$ cat src/rtl/tcam_hit_sequencer.sv
// tcam_hit_sequencer: expands one TCAM hit vector into a lowest-first stream of matching word addresses
module tcam_hit_sequencer #(
    parameter int Words       = 16,
    parameter int AddressSize = 4,
    parameter int ID_Width    = 4
) (
    input  logic                   clk,
    input  logic                   rst_n,
    input  logic                   Hit_Valid_In,
    input  logic [Words-1:0]       HitLine_In,
    input  logic [ID_Width-1:0]    PacketID_In,
    output logic                   Hit_Ready_Out,
    output logic                   Addr_Valid_Out,
    output logic [AddressSize-1:0] Addr_Out,
    output logic [ID_Width-1:0]    PacketID_Out,
    output logic                   Last_Out,
    output logic [AddressSize:0]   Match_Cnt_Out,
    input  logic                   Addr_Ready_In,
    output logic                   Miss_Out
);
    typedef enum logic {IDLE, SCAN} state_t;

    state_t                state, state_n;
    logic [Words-1:0]      pending, pending_n, low_bit;
    logic [ID_Width-1:0]   id_q;
    logic [AddressSize:0]  cnt_q, popcnt;
    logic                  miss_q, accept, xfer;

    assign PacketID_Out   = id_q;
    assign Match_Cnt_Out  = cnt_q;
    assign Miss_Out       = miss_q;
    assign Addr_Valid_Out = (state == SCAN);
    assign low_bit        = pending & (~pending + Words'(1));
    assign Last_Out       = (|pending) && ((pending & (pending - Words'(1))) == '0);

    // priority encode: lowest pending bit wins, so scan from the top down
    always_comb begin
        Addr_Out = '0;
        for (int i = Words - 1; i >= 0; i--)
            if (pending[i]) Addr_Out = AddressSize'(i);
    end

    // population count of the incoming hit vector
    always_comb begin
        popcnt = '0;
        for (int i = 0; i < Words; i++)
            popcnt = popcnt + (AddressSize + 1)'(HitLine_In[i]);
    end

    // next-state, handshake and pending-vector update; a capture overrides the final clear
    always_comb begin
        Hit_Ready_Out = (state == IDLE) || (state == SCAN && Last_Out && Addr_Ready_In);
        accept        = Hit_Valid_In && Hit_Ready_Out;
        xfer          = (state == SCAN) && Addr_Ready_In;
        state_n       = state;
        pending_n     = pending;
        if (xfer) pending_n = pending & ~low_bit;
        if (xfer && Last_Out) state_n = IDLE;
        if (accept) begin
            pending_n = HitLine_In;
            state_n   = (|HitLine_In) ? SCAN : IDLE;
        end
    end

    // state register
    always_ff @(posedge clk or negedge rst_n) begin
        if (!rst_n) state <= IDLE;
        else        state <= state_n;
    end

    // pending vector, captured packet attributes and miss pulse
    always_ff @(posedge clk or negedge rst_n) begin
        if (!rst_n) begin
            pending <= '0;
            id_q    <= '0;
            cnt_q   <= '0;
            miss_q  <= 1'b0;
        end else begin
            pending <= pending_n;
            miss_q  <= accept && !(|HitLine_In);
            if (accept) begin
                id_q  <= PacketID_In;
                cnt_q <= popcnt;
            end
        end
    end
endmodule

$ cat config.mk
export PLATFORM = sky130hd
export DESIGN_NAME = tcam_hit_sequencer
export DESIGN_NICKNAME = d
export VERILOG_FILES = /design/src/rtl/tcam_hit_sequencer.sv
export SDC_FILE = /design/constraint.sdc
export NUM_CORES = 1
export LEC_CHECK = 0
export CAP_MARGIN = 10
export CORE_MARGIN = 2
export CORE_UTILIZATION = 46
export CTS_CLUSTER_DIAMETER = 80
export CTS_CLUSTER_SIZE = 40
export DETAILED_ROUTE_END_ITERATION = 7
export GPL_ROUTABILITY_DRIVEN = 0
export PLACE_DENSITY = 0.76
export SYNTH_ARGS = -nofsm -noshare
export SYNTH_HDL_FRONTEND = slang
export SYNTH_SLANG_ARGS = --single-unit
export TNS_END_PERCENT = 30
$ cat constraint.sdc
create_clock -name clk -period 2.7 [get_ports clk]
set_clock_uncertainty 0.05 [all_clocks]
set_input_delay 0.405 -clock clk [delete_from_list [all_inputs] [get_ports clk]]
set_output_delay 0.405 -clock clk [all_outputs]
set_load 0.05 [all_outputs]
==> results.sh <==
export IMPL_wl_per_cell_um=16.3
export IMPL_path_cells="buf_6 > fa_1 > inv_1 > fa_2 > fa_2 > fa_1 > inv_2 > ha_4 > fa_2 > mux2_4"
export IMPL_yosysMostFrequentCell="dfrtp_1"
export IMPL_n_antenna_cell=0
export IMPL_drc=0
export IMPL_worst_pin_slew_ns=0.505
export IMPL_grt_pass1_wl_mm=8.58
export IMPL_finalCritPeriodShare_pct=124
export IMPL_vias=1808
export IMPL_max_slew_margin_rel_pct=66.2
export IMPL_rows=23
export IMPL_synth_edff_count=0
export IMPL_detail_route_antenna_nets=0
export IMPL_grt_max_degree=28
export IMPL_yosysUniqueCellTypes=42
export IMPL_worstPathArrival_ns=3.46
export IMPL_nNetsFinal=314
export IMPL_postCtsHoldBufs=0
export IMPL_cts_buffers=3
export IMPL_die_h_um=68.9
export IMPL_reg2reg_slack_ns=0.02
export IMPL_start_util_pct=48.1
export IMPL_wirelength_mm=5.27
export IMPL_dp_hpwl_mm=4.19
export IMPL_ys_flop_type="dfrtp_1"
export IMPL_synth_top_area_share_pct=34.9
export IMPL_cp_start_kind="input port"
export IMPL_clk_latency_ns=0.27
export IMPL_fillCellCount=326
export IMPL_syn_avg_cell_area_um2=9.49
export IMPL_cts_root_buf="clkbuf_8"
export IMPL_setup_ws_ns=-0.643
export IMPL_syn_num_nets=244
export IMPL_hold_violations=0
export IMPL_placed_cell_area_um2=2720
export IMPL_synth_yosys_seq_area_share_pct=34.9
export IMPL_syn_inst=204
export IMPL_die_w_um=68.9
export IMPL_dieArea_um2=4750
export IMPL_firstDrtPassIters=4
export IMPL_fin_area_um2=2800
export IMPL_synth_top_cell_by_area="dfrtp_1"
export IMPL_drtIter0Drc=274
export IMPL_violations="setup timing"
export IMPL_path_common_cell="fa_2"
export IMPL_cpLargestDelayFamily="adder cells"
export IMPL_clock_tree_buffer_depth=2
export IMPL_crit_required_ns=2.81
export IMPL_holdPathStages=2
export IMPL_path_clk_slew_ns=0.10
export IMPL_htree_levels=1
export IMPL_synth_seq_cells=27
export IMPL_crit_buf_inv=3
export IMPL_synth_commonest_cells="27 x dfrtp_1, 24 x inv_1, 16 x nand2_1, 14 x nor2_1"
export IMPL_slowest_delay_ns=0.54
export IMPL_crit_type="input port to register"
export IMPL_synth_area_um2=1940
export IMPL_synthTopCellsByArea="dfrtp_1 35%, fa_1 10%, inv_1 4.7%"
export IMPL_vias_per_cell=5.60
export IMPL_cap_violations=0
export IMPL_min_to="pending[3]"
export IMPL_reg2reg_to="PacketID_Out[0]"
export IMPL_fmax_ghz=0.299
export IMPL_r2r_cells=7
export IMPL_grt_usage_pct=24.4
export IMPL_grt_pass1_vias=1765
export IMPL_yosysWarnings=0
export IMPL_io_pins=41
export IMPL_fin_crit_ns=3.34
export IMPL_postLayoutCoreUtil_pct=69.6
export IMPL_drive_gt1_share_pct=33.0
export IMPL_core_area_um2=4030
export IMPL_slew_viol_final=0
export IMPL_antenna_found_initial=0
export IMPL_cts_tree="built"
export IMPL_critPathCaptureType="register"
export IMPL_overflow=0
export IMPL_syn2layout_area_growth_pct=44.8
export IMPL_slowest_stage="fa_1"
export IMPL_clock_sinks=27
export IMPL_dp_slack_ns=-1.46
export IMPL_status="finished, violations left"
export IMPL_rsz0062_at_grt="true"
export IMPL_setup_viol=7
export IMPL_timing_rr_start="pending[3]"
export IMPL_hp_class="input port to register"
export IMPL_hold_start="HitLine_In[3]"
export IMPL_port_buffers=40
export IMPL_ys_async_sr_fraction_pct=100
export IMPL_crit_fanout=2
## stage by stage
stage | instances | hold slack, ns | setup TNS, ns
final | 323 | 0.374 | -3.01
after CTS | 323 | 0.363 | -3.33
after global routing | 323 | 0.375 | -4.18
after global placement | 319 | 0.418 | -6.27
after floorplan | 204 | 0.0594 | -3.55
after detailed placement | 319 | 0.437 | -6.72
## layout make-up
cell class | count | area (um2) | area share, %
tap | 50 | 62.6 | 2.23
inverter | 24 | 90.1 | 3.21
clock buffer | 3 | 41.3 | 1.47
multi-input combinational | 141 | 1210 | 43.3
clock inverter | 1 | 5.00 | 0.178
sequential | 27 | 676 | 24.1
timing repair buffer | 77 | 714 | 25.5
## cell families after synthesis
kind of cell	synth area share, %
flip-flops	34.9
AND/OR/NAND/NOR	15.0
XOR/XNOR	0.905
AO/OA/AOI/OAI	20.4
multiplexers	4.07
buffers and inverters	9.50
adder cells (fa/ha/maj)	15.2
## placed cells by master, fill, tap and decap left out, drive strengths merged, types with 3 or more instances in the layout
cell type / n
clkbuf: 4
mux2: 7
fa: 10
a22o: 10
buf: 51
o21ai: 16
clkdlybuf4s50: 25
dfrtp: 27
o41ai: 3
nand2: 16
a21oi: 9
o221ai: 3
inv: 24
ha: 6
nor4: 6
or4: 4
nor3: 10
nor2: 14
nor2b: 3
## how the worst max path moves through the flow
stage,endpoint,slack (ns),from,depth (start not counted)
finish,Match_Cnt_Out[1],-0.64,HitLine_In[1],10
global route,Match_Cnt_Out[4],-0.71,HitLine_In[1],12
CTS,Match_Cnt_Out[1],-0.72,HitLine_In[1],10
detailed placement,Match_Cnt_Out[3],-1.46,HitLine_In[5],14
global placement,Match_Cnt_Out[1],-1.36,HitLine_In[5],10
floorplan,Match_Cnt_Out[1],-0.73,HitLine_In[5],9
## per-layer routing
layer  track usage, %  routed length, um
met1             35.0               2360
met2             39.4               2550
met3             2.27                277
met4             7.11                 84
met5                0                  0
## registers in the layout, summed over array words and instances, names as in the netlist
register	flops
Addr_Valid_Out	1
Match_Cnt_Out	5
Miss_Out	1
PacketID_Out	4
pending	16
## what timing repair did
item                                   4_1_cts  5_1_grt
endpoints found under the hold margin        0        0
pin swaps                                   11       13
setup endpoints to repair                    7       24
buffers inserted                             0        0
gates cloned                                 0        0
gates resized for setup                     41       17
Power is left out: the tool's default activity adds up to more than one toggle a clock period on the data nets, which glitch-free logic cannot reach.
